File: config.mk
export PLATFORM = sky130hd
export DESIGN_NAME = ps2_kbd_rx_flat
export DESIGN_NICKNAME = d
export VERILOG_FILES = /design/src/rtl/ps2_pkg.sv /design/src/rtl/ps2_kbd_rx_if.sv /design/src/rtl/ps2_sync_filter.sv /design/src/rtl/ps2_kbd_rx.sv /design/src/flat_wrapper.sv
export SDC_FILE = /design/constraint.sdc
export NUM_CORES = 1
export LEC_CHECK = 0
export CORE_MARGIN = 4
export CORE_UTILIZATION = 23
export DETAILED_ROUTE_END_ITERATION = 7
export GPL_ROUTABILITY_DRIVEN = 0
export PLACE_DENSITY = 0.38
export SETUP_SLACK_MARGIN = 0.5
export SLEW_MARGIN = 10
export SYNTH_ARGS = -nofsm -noshare
export SYNTH_HDL_FRONTEND = slang
export SYNTH_HIERARCHICAL = 1
export SYNTH_SLANG_ARGS = --single-unit
File: constraint.sdc
create_clock -name clk -period 2.87 [get_ports clk]
set_clock_uncertainty 0.1 [all_clocks]
set_input_delay 0.574 -clock clk [delete_from_list [all_inputs] [get_ports clk]]
set_output_delay 0.574 -clock clk [all_outputs]
set_load 0.02 [all_outputs]
File: src/rtl/ps2_pkg.sv
// Shared types and constants for the PS/2 keyboard receiver.
package ps2_pkg;

    typedef enum logic [1:0] {IDLE, DATA, PARITY, STOP} ps2_state_t;

    localparam int unsigned PS2_FRAME_BITS = 11;

    function automatic int unsigned timeout_cycles(input int unsigned clk_hz,
                                                   input int unsigned timeout_us);
        return clk_hz / 1_000_000 * timeout_us;
    endfunction

endpackage

File: src/rtl/ps2_kbd_rx_if.sv
// Scancode stream handshake between the receiver and its consumer.
interface ps2_kbd_rx_if;

    logic [7:0] rx_data;
    logic       rx_valid;
    logic       rx_ready;

    modport master (output rx_data, output rx_valid, input rx_ready);
    modport slave  (input rx_data, input rx_valid, output rx_ready);

endinterface

File: src/rtl/ps2_sync_filter.sv
// Two-flop synchronisers for both PS/2 lines plus a run-length deglitcher on the clock line.
module ps2_sync_filter #(
    parameter int unsigned FILTER_LEN = 8
) (
    input  logic clk,
    input  logic N_RESET,
    input  logic ps2_clk_i,
    input  logic ps2_data_i,
    output logic clk_f,
    output logic data_s,
    output logic fall
);

    localparam int unsigned CW = (FILTER_LEN > 1) ? $clog2(FILTER_LEN) : 1;

    logic [1:0]    clk_sync_q;
    logic [1:0]    data_sync_q;
    logic [CW-1:0] cnt_q, cnt_d;
    logic          clk_f_q, clk_f_d;
    logic          fall_q, fall_d;
    logic          clk_s;

    assign clk_s = clk_sync_q[1];

    // The filtered clock flips on the FILTER_LEN-th consecutive differing sample.
    always_comb begin
        cnt_d   = '0;
        clk_f_d = clk_f_q;
        fall_d  = 1'b0;
        if (clk_s != clk_f_q) begin
            if (cnt_q == CW'(FILTER_LEN - 1)) begin
                clk_f_d = clk_s;
                fall_d  = ~clk_s;
            end else begin
                cnt_d = cnt_q + 1'b1;
            end
        end
    end

    always_ff @(posedge clk or negedge N_RESET) begin
        if (!N_RESET) begin
            clk_sync_q  <= 2'b11;
            data_sync_q <= 2'b11;
            cnt_q       <= '0;
            clk_f_q     <= 1'b1;
            fall_q      <= 1'b0;
        end else begin
            clk_sync_q  <= {clk_sync_q[0], ps2_clk_i};
            data_sync_q <= {data_sync_q[0], ps2_data_i};
            cnt_q       <= cnt_d;
            clk_f_q     <= clk_f_d;
            fall_q      <= fall_d;
        end
    end

    assign clk_f  = clk_f_q;
    assign data_s = data_sync_q[1];
    assign fall   = fall_q;

endmodule

File: src/rtl/ps2_kbd_rx.sv
// PS/2 device-to-host frame receiver: frame FSM, inter-edge timeout and a FWFT scancode FIFO.
module ps2_kbd_rx
    import ps2_pkg::*;
#(
    parameter int unsigned CLK_HZ     = 50_000_000,
    parameter int unsigned FILTER_LEN = 8,
    parameter int unsigned TIMEOUT_US = 200,
    parameter int unsigned FIFO_DEPTH = 8
) (
    input  logic                        clk,
    input  logic                        N_RESET,
    input  logic                        ps2Clk,
    input  logic                        ps2Data,
    ps2_kbd_rx_if.master                rx,
    output logic                        parity_err,
    output logic                        frame_err,
    output logic                        overflow,
    output logic [$clog2(FIFO_DEPTH):0] fifo_level
);

    localparam int unsigned AW         = $clog2(FIFO_DEPTH);
    localparam int unsigned LW         = AW + 1;
    localparam int unsigned DataBits   = PS2_FRAME_BITS - 3;
    localparam int unsigned BW         = $clog2(DataBits);
    localparam int unsigned TimeoutCyc = timeout_cycles(CLK_HZ, TIMEOUT_US);
    localparam int unsigned TW         = $clog2(TimeoutCyc + 1);

    logic clk_f, data_s, fall;

    ps2_sync_filter #(
        .FILTER_LEN (FILTER_LEN)
    ) u_sync_filter (
        .clk        (clk),
        .N_RESET    (N_RESET),
        .ps2_clk_i  (ps2Clk),
        .ps2_data_i (ps2Data),
        .clk_f      (clk_f),
        .data_s     (data_s),
        .fall       (fall)
    );

    ps2_state_t    state_q, state_d;
    logic [BW-1:0] bitcnt_q, bitcnt_d;
    logic [7:0]    shift_q, shift_d;
    logic          par_q, par_d;
    logic [TW-1:0] to_cnt_q, to_cnt_d;
    logic          parity_err_q, parity_err_d;
    logic          frame_err_q, frame_err_d;
    logic          overflow_q, overflow_d;
    logic [AW-1:0] wr_ptr_q, wr_ptr_d;
    logic [AW-1:0] rd_ptr_q, rd_ptr_d;
    logic [LW-1:0] level_q, level_d;
    logic [7:0]    mem_q [FIFO_DEPTH];
    logic          push_req, push, pop, full, empty, clk_f_unused;

    assign clk_f_unused = clk_f;
    assign empty        = (level_q == '0);
    assign full         = (level_q == LW'(FIFO_DEPTH));
    assign pop          = ~empty & rx.rx_ready;

    always_comb begin
        state_d      = state_q;
        bitcnt_d     = bitcnt_q;
        shift_d      = shift_q;
        par_d        = par_q;
        parity_err_d = 1'b0;
        frame_err_d  = 1'b0;
        push_req     = 1'b0;
        to_cnt_d     = (state_q == IDLE || fall) ? '0 : to_cnt_q + 1'b1;
        if (fall) begin
            unique case (state_q)
                IDLE: begin
                    if (!data_s) begin
                        state_d  = DATA;
                        bitcnt_d = '0;
                    end
                end
                DATA: begin
                    shift_d  = {data_s, shift_q[7:1]};
                    bitcnt_d = bitcnt_q + 1'b1;
                    if (bitcnt_q == BW'(DataBits - 1)) state_d = PARITY;
                end
                PARITY: begin
                    par_d   = data_s;
                    state_d = STOP;
                end
                STOP: begin
                    state_d = IDLE;
                    if (!data_s)                 frame_err_d  = 1'b1;
                    else if (^{shift_q, par_q})  push_req     = 1'b1;
                    else                         parity_err_d = 1'b1;
                end
                default: state_d = IDLE;
            endcase
        end else if (state_q != IDLE && to_cnt_q == TW'(TimeoutCyc - 1)) begin
            frame_err_d = 1'b1;
            state_d     = IDLE;
            to_cnt_d    = '0;
        end
    end

    // A pop in the same cycle frees the slot, so a push into a full FIFO still lands.
    always_comb begin
        push       = push_req & (~full | pop);
        overflow_d = push_req & full & ~pop;
        wr_ptr_d   = push ? wr_ptr_q + 1'b1 : wr_ptr_q;
        rd_ptr_d   = pop ? rd_ptr_q + 1'b1 : rd_ptr_q;
        case ({push, pop})
            2'b10:   level_d = level_q + 1'b1;
            2'b01:   level_d = level_q - 1'b1;
            default: level_d = level_q;
        endcase
    end

    always_ff @(posedge clk or negedge N_RESET) begin
        if (!N_RESET) begin
            state_q      <= IDLE;
            bitcnt_q     <= '0;
            shift_q      <= '0;
            par_q        <= 1'b0;
            to_cnt_q     <= '0;
            parity_err_q <= 1'b0;
            frame_err_q  <= 1'b0;
            overflow_q   <= 1'b0;
            wr_ptr_q     <= '0;
            rd_ptr_q     <= '0;
            level_q      <= '0;
        end else begin
            state_q      <= state_d;
            bitcnt_q     <= bitcnt_d;
            shift_q      <= shift_d;
            par_q        <= par_d;
            to_cnt_q     <= to_cnt_d;
            parity_err_q <= parity_err_d;
            frame_err_q  <= frame_err_d;
            overflow_q   <= overflow_d;
            wr_ptr_q     <= wr_ptr_d;
            rd_ptr_q     <= rd_ptr_d;
            level_q      <= level_d;
        end
    end

    always_ff @(posedge clk) begin
        if (push) mem_q[wr_ptr_q] <= shift_q;
    end

    assign rx.rx_valid = ~empty;
    assign rx.rx_data  = empty ? 8'h00 : mem_q[rd_ptr_q];
    assign parity_err  = parity_err_q;
    assign frame_err   = frame_err_q;
    assign overflow    = overflow_q;
    assign fifo_level  = level_q;

endmodule

File: src/flat_wrapper.sv
// flat-port wrapper written by rule: the top's interface ports become plain ports
module ps2_kbd_rx_flat import ps2_pkg::*;
#(
    parameter int unsigned CLK_HZ     = 50_000_000,
    parameter int unsigned FILTER_LEN = 8,
    parameter int unsigned TIMEOUT_US = 200,
    parameter int unsigned FIFO_DEPTH = 8
)
  (clk, N_RESET, ps2Clk, ps2Data, parity_err, frame_err, overflow, fifo_level, rx_rx_data, rx_rx_valid, rx_rx_ready);
  ps2_kbd_rx_if rx_i ();
  input  logic clk;
  input  logic N_RESET;
  input  logic ps2Clk;
  input  logic ps2Data;
  output logic parity_err;
  output logic frame_err;
  output logic overflow;
  output logic [$clog2(FIFO_DEPTH):0] fifo_level;
  output wire logic [$bits(rx_i.rx_data)-1:0] rx_rx_data;
  output wire logic [$bits(rx_i.rx_valid)-1:0] rx_rx_valid;
  input wire logic [$bits(rx_i.rx_ready)-1:0] rx_rx_ready;
  assign rx_rx_data = rx_i.rx_data;
  assign rx_rx_valid = rx_i.rx_valid;
  assign rx_i.rx_ready = rx_rx_ready;
  ps2_kbd_rx #(.CLK_HZ(CLK_HZ), .FILTER_LEN(FILTER_LEN), .TIMEOUT_US(TIMEOUT_US), .FIFO_DEPTH(FIFO_DEPTH)) u_core (.clk(clk), .N_RESET(N_RESET), .ps2Clk(ps2Clk), .ps2Data(ps2Data), .rx(rx_i), .parity_err(parity_err), .frame_err(frame_err), .overflow(overflow), .fifo_level(fifo_level));
endmodule
* After elaboration in Yosys (flattened, before gate mapping)
Memory sizes are Yosys's and may differ from the RTL's.
Index checks and enable logic that the tools add are counted.
** Cells by class
- Add/sub/neg operators :: 7
- Eq/ne operators :: 13
- Multiplexer cells :: 30
- Bitwise gates (word level) :: 9
- Reductions and logical operators :: 14
** Operators with widths (number)
- 14-bit two-way mux :: 3
- 1-bit two-way mux :: 16
- 14-bit by 1-bit adder with 14-bit output, second input constant :: 1
- 14-bit == test, second input constant :: 1
- 3-bit by 1-bit adder with 3-bit output, second input constant :: 4
- 3-bit two-way mux :: 3
- 9-bit XOR reduction :: 1
- 2-bit two-way mux :: 4
- 8-bit two-way mux :: 1
- 2-bit one-hot mux with 4 select lines :: 1
- 4-bit one-hot mux with 2 select lines :: 1
- 2-bit nonzero test :: 4
- 2-bit == test, second input constant :: 3
- 3-bit == test, second input constant :: 2
- 3-bit one-hot mux with 2 select lines :: 1
- 2-bit AND reduction :: 3
- 3-bit AND reduction :: 2
- 4-bit by 1-bit adder with 4-bit output, second input constant :: 1
- 1-bit bitwise AND :: 4
- 2-bit by 1-bit == test with 1-bit output, second input constant :: 2
- 4-bit == test, second input constant :: 1
- 4-bit logical NOT :: 1
- 1-bit inverter :: 4
- 4-bit by 1-bit subtractor with 4-bit output, second input constant :: 1
- other kinds (8) :: 8
** Storage, ports and cells
- Bits in registers :: 50
- Memory bits (writable) :: 64
- Input port bits :: 5
- Word-level logic and storage cells :: 90
- Memories kept :: 1
** Memories
- u_core.mem_q :: depth 8, bits a word 8, rd ports 1, clocked after memory_dff 0, write ports 1, line ps2_kbd_rx.sv:53 : logic [7:0] mem_q [FIFO_DEPTH];

* Depth between registers and ports, before layout
Gate-level depths: netlist of the first run.
- Depth in word-level cells :: 8
- Gate-level depth with buffers :: 10
- Depth with buffers taken out :: 10

* Modules after synthesis
The synthesis of the first run kept the hierarchy.
** Modules (own cells, without submodules)
- ps2_kbd_rx :: times used 1, cells each 289, area each 4476.8 um^2, sequential area each 2947.8 um^2
- ps2_sync_filter :: times used 1, cells each 17, area each 314.1 um^2, sequential area each 231.5 um^2

* Worst setup path after synthesis of the first run
Ideal clock, no wire load.
- Kind :: flip-flop to flip-flop
- Start point :: register u_core.shift_q[1]
- End point :: memory u_core.mem_q[0][0], enable pin
- Arrival :: 2204 ps
- Required time :: 2387 ps
- Slack :: 183 ps
- Cell stages (with the launch flop) :: 8
- Path through :: dfrtp_1 xor2_1 xnor3_1 mux2i_2 nor2b_1 buf_6 nand2b_1 nor3_1
** Between the ends
- Word-level cells in the longest chain between the ends :: 8
** Ends and longest elaborated chain
- start: declaration :: line ps2_kbd_rx.sv:44 : logic [7:0] shift_q, shift_d;
- start signal: assignment :: line ps2_kbd_rx.sv:131 : shift_q <= shift_d;
- 9-bit XOR reduction :: line ps2_kbd_rx.sv:90 : else if (^{shift_q, par_q}) push_req = 1'b1;
- 1-bit two-way mux :: line ps2_kbd_rx.sv:90
- 1-bit two-way mux :: line ps2_kbd_rx.sv:89 : if (!data_s) frame_err_d = 1'b1;
- 1-bit two-way mux :: line ps2_kbd_rx.sv:71 : unique case (state_q)
- 1-bit two-way mux :: line ps2_kbd_rx.sv:70 : if (fall) begin
- 1-bit bitwise AND :: line ps2_kbd_rx.sv:104 : push = push_req & (~full | pop);
- 1-bit two-way mux :: line ps2_kbd_rx.sv:144 : if (push) mem_q[wr_ptr_q] <= shift_q;
- 1-bit two-way mux (not written as such) :: line ps2_kbd_rx.sv:144
- end: declaration :: line ps2_kbd_rx.sv:53
No other way between the ends.

* Worst setup path after layout of the first run
- Start point :: register u_core.rd_ptr_q[0]
- End point :: output port rx_rx_data[1]
** Between the ends
- Word-level cells in the longest chain between the ends :: 2
** Ends and longest elaborated chain
- start: declaration :: line ps2_kbd_rx.sv:51 : logic [AW-1:0] rd_ptr_q, rd_ptr_d;
- start signal: assignment :: line ps2_kbd_rx.sv:138 : rd_ptr_q <= rd_ptr_d;
- memory 8 x 8 bit
- 8-bit two-way mux :: line ps2_kbd_rx.sv:148 : assign rx.rx_data = empty ? 8'h00 : mem_q[rd_ptr_q];
- end: declaration :: line flat_wrapper.sv:19 : output wire logic [$bits(rx_i.rx_data)-1:0] rx_rx_data;
No other way between the ends.

==> results of run 1 <==
## worst max-delay path, stage by stage, from the launching register on
cell	delay [ns]
dfrtp_2	0.44
buf_12	0.13
buf_16	0.11
mux4_2	0.48
mux2i_1	0.15
nor2_1	0.08
buf_4	0.16
## registers in the layout, indices dropped and copies added (netlist names)
register	cells
u_core/u_sync_filter/fall	1
u_core/u_sync_filter/data_sync_q	2
u_core/overflow	1
u_core/u_sync_filter/cnt_q	3
u_core/frame_err	1
u_core/shift_q	8
u_core/fifo_level	4
u_core/mem_q	64
u_core/u_sync_filter/clk_sync_q	2
u_core/parity_err	1
u_core/wr_ptr_q	3
u_core/bitcnt_q	3
u_core/par_q	1
u_core/u_sync_filter/clk_f	1
u_core/state_q	2
u_core/rd_ptr_q	3
u_core/to_cnt_q	14
## layer usage
layer / vias to the layer above / GRT usage [%] / share of wire [%]
met1: 1332 / 10.8 / 45
met5: - / 0 / 0
met2: 30 / 14.9 / 51
met3: 11 / 3.24 / 2.5
li1: 1274 / - / -
met4: 0 / 3.98 / 1.6
## synthesized netlist by cell type (4+ instances only)
master / instances / area, um^2
dfrtp_1: 45 / 1130
nand3_1: 7 / 35.0
dfstp_2: 5 / 131
mux4_2: 16 / 360
nand2b_1: 4 / 25.0
xor2_1: 14 / 123
xnor2_1: 11 / 96.3
nand2_1: 17 / 63.8
ha_1: 12 / 150
edfxtp_1: 64 / 1920
mux2_2: 10 / 113
and3_1: 6 / 37.5
inv_1: 5 / 18.8
mux2i_1: 8 / 80.1
nor2_1: 36 / 135
clkbuf_1: 4 / 15.0
## worst paths after layout
kind,to,start,slack (ns),cells past startpoint
setup / recovery,rx_rx_data[1],u_core/rd_ptr_q[0],0.23,6
min in group clk,u_core/u_sync_filter/clk_sync_q[1],u_core/u_sync_filter/clk_sync_q[0],0.26,0
max in group asynchronous,u_core/rd_ptr_q[0],N_RESET,1.81,2
setup reg to reg,u_core/fifo_level[2],u_core/shift_q[1],0.48,9
hold reg to reg,u_core/u_sync_filter/clk_sync_q[1],u_core/u_sync_filter/clk_sync_q[0],0.26,0
hold / removal,u_core/to_cnt_q[3],N_RESET,0.18,1
## metrics by stage
step / hold WS (ns) / worst slack [ns] / power (uW) / instances
global placement: 0.247 / 0.171 / 3210 / 615
finish: 0.178 / 0.232 / 5390 / 663
global route: 0.257 / 0.128 / 5660 / 663
floorplan: 0.178 / 0.396 / 2720 / 306
detailed placement: 0.247 / 0.126 / 3220 / 615
CTS: 0.208 / 0.202 / 5440 / 660
## logic make-up after synthesis
logic type      count (synthesis)  share of synthesized area (%)
xor+xnor                       27                           5.54
buf+inv                        13                           1.20
mux                            37                           12.4
compound gates                 12                           1.83
fa+ha+maj                      12                           3.13
flops                         114                           66.4
simple gates                   91                           9.56
## where the power goes
group / leakage, uW / internal (uW) / switching [uW]
combinational: 0.000974 / 812 / 637
sequential: 0.00125 / 1810 / 116
clock: 0.000281 / 1270 / 748
total: 0.00250 / 3890 / 1500
## timing repair
| action | in CTS | in global routing |
|---|---|---|
| cloned | 2 | 0 |
| pin swaps | 7 | 7 |
| hold buffers | 0 | 0 |
| gates resized for setup | 66 | 17 |
| hold endpoints to repair | 0 | 0 |
| setup endpoints to repair | 76 | 61 |
| buffers inserted | 11 | 3 |
## cell type report
type                            count  area share, %
Timing Repair Buffer               63           9.88
Clock buffer                       18           6.67
Multi-Input combinational cell    179           26.2
Tap cell                          270           5.25
Clock inverter                     14           2.18
Sequential cell                   114           49.5
Inverter                            5          0.292
==> results.json, run 1 <==
{
  "status": "complete, no violations",
  "period_share_pct": 91.9,
  "track_usage_pct": 9.08,
  "antenna_cells": 0,
  "hold_viol_final": 0,
  "drv_cap": 0,
  "synth.distinct_cells": 45,
  "start_util_pct": 23.5,
  "clkTransAtPathRegs_ns": 0.05,
  "io_pins": 21,
  "critPathRequiredTime_ns": 2.20,
  "antenna_found_initial": 0,
  "synth-edff-count": 64,
  "seq_area_frac_synth_pct": 66.4,
  "syn_avg_cell_area_um2": 15.7,
  "drive_gt1_share_pct": 36.6,
  "grt_remaining_overflow": 0,
  "worst_ep_arrival_time_ns": 1.96,
  "fmax_mhz": 379,
  "rsz0062_at_grt": "true",
  "cp_max_fo": 4,
  "cts_tree": "built",
  "num_rows": 52,
  "fill_cells": 1993,
  "portBuffers": 20,
  "ff_latch_area_um2": 3190,
  "ys_ff_latch": 114,
  "worstSetupEndpointType": "output pin",
  "setup_tns_ns": 0,
  "layout_commonest_cell": "edfxtp_1",
  "grt_max_degree": 40,
  "nNetsFinal": 397,
  "synth_ff_type": "edfxtp_1",
  "setup_viol": 0,
  "cts_root_buffer": "clkbuf_16",
  "syn_to_final_growth_pct": 34.3,
  "power_density_nw_per_um2": 838,
  "ir_drop_mv": 0.392,
  "dp_hpwl_um": 6490,
  "synthesis.area_um2": 4790,
  "finalWirelength_um": 9980,
  "slew_viol_final": 0,
  "insertion_delay_ns": 0.41,
  "finalInstanceArea_um2": 6430,
  "postSynth.asyncResetShare_pct": 43.9,
  "multi_input_area_um2": 1690,
  "post-route-util_pct": 31.6,
  "htreeDepth": 4,
  "cts-buffers-inserted": 17,
  "start_kind": "flop",
  "ys_warn_count": 6,
  "place_area_um2": 5520,
  "num_vias": 2647,
  "tightestPinTransition_ns": 0.873,
  "avgRoutedWirePerCell_um": 15.1,
  "die_x_um": 152,
  "via_per_inst": 3.99,
  "slew_headroom_pct": 41.8,
  "die-area_um2": 23200,
  "drcViolationCount": 0,
  "synthCells": 306,
  "hold_path_class": "input port to async pin",
  "core_um2": 20400,
  "grt_pass1_wl_um": 15900,
  "cts_buffer_depth": 2,
  "path_class": "flop to output pin",
  "period_needed_ns": 2.64,
  "dieHeight_um": 152,
  "postRouteAntennaNets": 0,
  "firstDrtPassIters": 4,
  "clock_sinks": 114,
  "layout_common_cells": "edfxtp_1, dfrtp_1, nor2_1",
  "first_global_vias": 2840,
  "drt_iter0_markers": 58,
  "synth_nets": 323,
  "leakage_uw": 0.00250
}
Note: power is estimated with default switching activity, not from simulation.
==> inputs of run 2 (changes only) <==
Settings changed: PLACE_DENSITY 0.38 to 0.36.
Clock period 2.87 ns to 2.47 ns, I/O delays scaled along.
==> run 2 against run 1 <==
The run now ends with negative setup slack left. First-iteration DRC count rose by 5.2%. Worst hold slack got worse by 0.063 ns. Sequential cell count did not move. Final area rose by 2.4%. Combinational power rose by 11%. Clock-buffer cell count fell by 1. Clock power rose by 26%. Largest power group unchanged. Setup slack got worse by 0.27 ns. Utilization rose by 0.74 points. Sequential power rose by 15%. Global-route usage fell by 0.084 points.
==> results.json, run 2 (synthesized netlist as in run 1, its figures left out) <==
{
  "status": "finished, violations left",
  "violations": "negative setup slack",
  "nNetsFinal": 400,
  "cp.buffers_inverters": 2,
  "hold_path_class": "input port to async pin",
  "die_x_um": 152,
  "dp_hpwl_um": 6410,
  "core_um2": 20400,
  "place_area_um2": 5760,
  "antenna_found_initial": 0,
  "syn_to_final_growth_pct": 37.5,
  "io_pins": 21,
  "layout_commonest_cell": "edfxtp_1",
  "dieHeight_um": 152,
  "setup_tns_ns": -0.0693,
  "portBuffers": 20,
  "cts_hold_buf": 0,
  "drt_iter0_markers": 61,
  "cts_tree": "built",
  "largest-register": "u_core/mem_q",
  "firstDrtPassIters": 4,
  "clkTransAtPathRegs_ns": 0.06,
  "num_vias": 2676,
  "grt_pass1_wl_um": 16000,
  "drcViolationCount": 0,
  "cts-buffers-inserted": 17,
  "grt_remaining_overflow": 0,
  "max_stage_delay_ns": 0.53,
  "slew_viol_final": 0,
  "fmax_mhz": 399,
  "power_density_nw_per_um2": 964,
  "num_rows": 52,
  "cp_cell_sequence": "buf_12 -> mux4_2 -> mux2i_2 -> nor2_1 -> buf_2",
  "layout_common_cells": "edfxtp_1, dfrtp_1, nor2_1",
  "finalWirelength_um": 9740,
  "start_util_pct": 23.5,
  "period_needed_ns": 2.50,
  "antenna_cells": 0,
  "cts_buffer_depth": 2,
  "clock_sinks": 114,
  "first_global_vias": 2846,
  "insertion_delay_ns": 0.41,
  "track_usage_pct": 8.99,
  "finalInstanceArea_um2": 6590,
  "cp_top_family": "multiplexers",
  "setup_viol": 3,
  "ir_drop_mv": 0.476,
  "slew_headroom_pct": 55.4,
  "via_per_inst": 4.02,
  "htreeDepth": 4,
  "r2r_start": "u_core/shift_q[3]",
  "rsz0062_at_grt": "true",
  "cp_slowest_cell": "mux4_2",
  "crit_start": "u_core/rd_ptr_q[0]",
  "fill_cells": 2019,
  "tightestPinTransition_ns": 0.669,
  "ff_latch_area_um2": 3180,
  "period_share_pct": 101,
  "worst_ep_arrival_time_ns": 1.91,
  "die-area_um2": 23200,
  "cp_max_fo": 8,
  "timing.final.ws_setup_ns": -0.0349,
  "grt_max_degree": 51,
  "leakage_uw": 0.00257,
  "avgRoutedWirePerCell_um": 14.6,
  "start_kind": "flop",
  "critPathRequiredTime_ns": 1.88,
  "worstSetupEndpointType": "output pin",
  "largestRegisters": "u_core/mem_q (64), u_core/to_cnt_q (14), u_core/shift_q (8)",
  "multi_input_area_um2": 1710,
  "drive_gt1_share_pct": 38.0,
  "largest_reg_flops": 64,
  "hold_viol_final": 0,
  "postRouteAntennaNets": 0,
  "drv_cap": 0,
  "path_class": "flop to output pin",
  "cts_root_buffer": "clkbuf_16"
}
-- run 2: layer usage --
metal  routed length [um]  GRT usage (%)  vias to the layer above
met5                    0              0                        -
met4                  170           3.72                        0
met3                  315           2.90                       13
met2                 4800           14.5                       29
met1                 4450           11.2                     1354
li1                     -              -                     1280
-- run 2: layout make-up --
class | count | share of cell area, %
Sequential cell | 114 | 48.3
Multi-Input combinational cell | 179 | 26.0
Inverter | 5 | 0.323
Clock inverter | 14 | 2.87
Timing Repair Buffer | 66 | 10.8
Tap cell | 270 | 5.13
Clock buffer | 17 | 6.46
-- run 2: worst paths after layout --
path / endpoint / slack [ns] / cells past startpoint
worst max register to register: u_core/fifo_level[1] / 0.07 / 7
worst min register to register: u_core/u_sync_filter/clk_sync_q[1] / 0.26 / 0
min in group clk: u_core/u_sync_filter/clk_sync_q[1] / 0.26 / 0
max in group asynchronous: u_core/fifo_level[0] / 1.68 / 2
worst min-delay path: u_core/to_cnt_q[0] / 0.11 / 2
worst max-delay path: rx_rx_data[4] / -0.03 / 5
-- run 2: power breakdown --
part           total (uW)  switching (uW)  internal [uW]
combinational        1610             751            857
clock                2540             863           1680
sequential           2200             101           2100
total                6350            1720           4630
-- run 2: per-stage QoR --
step                      instances  hold WS (ns)  setup WS (ns)  power [uW]  util [%]
after detailed placement        624         0.249        -0.0730        3840      28.3
final                           665         0.115        -0.0349        6350      32.3
after floorplan                 306        0.0984          0.106        3220         -
after CTS                       664         0.132        -0.0911        6420      32.1
after global placement          624         0.247        -0.0682        3830      28.3
after global routing            665         0.179         -0.148        6680      32.3
-- run 2: what timing repair did --
item / 4_1_cts / 5_1_grt
setup buffers: 9 / 1
pin swaps: 12 / 8
resized for setup: 73 / 9
setup endpoints to repair: 84 / 94
endpoints found under the hold margin: 0 / 0
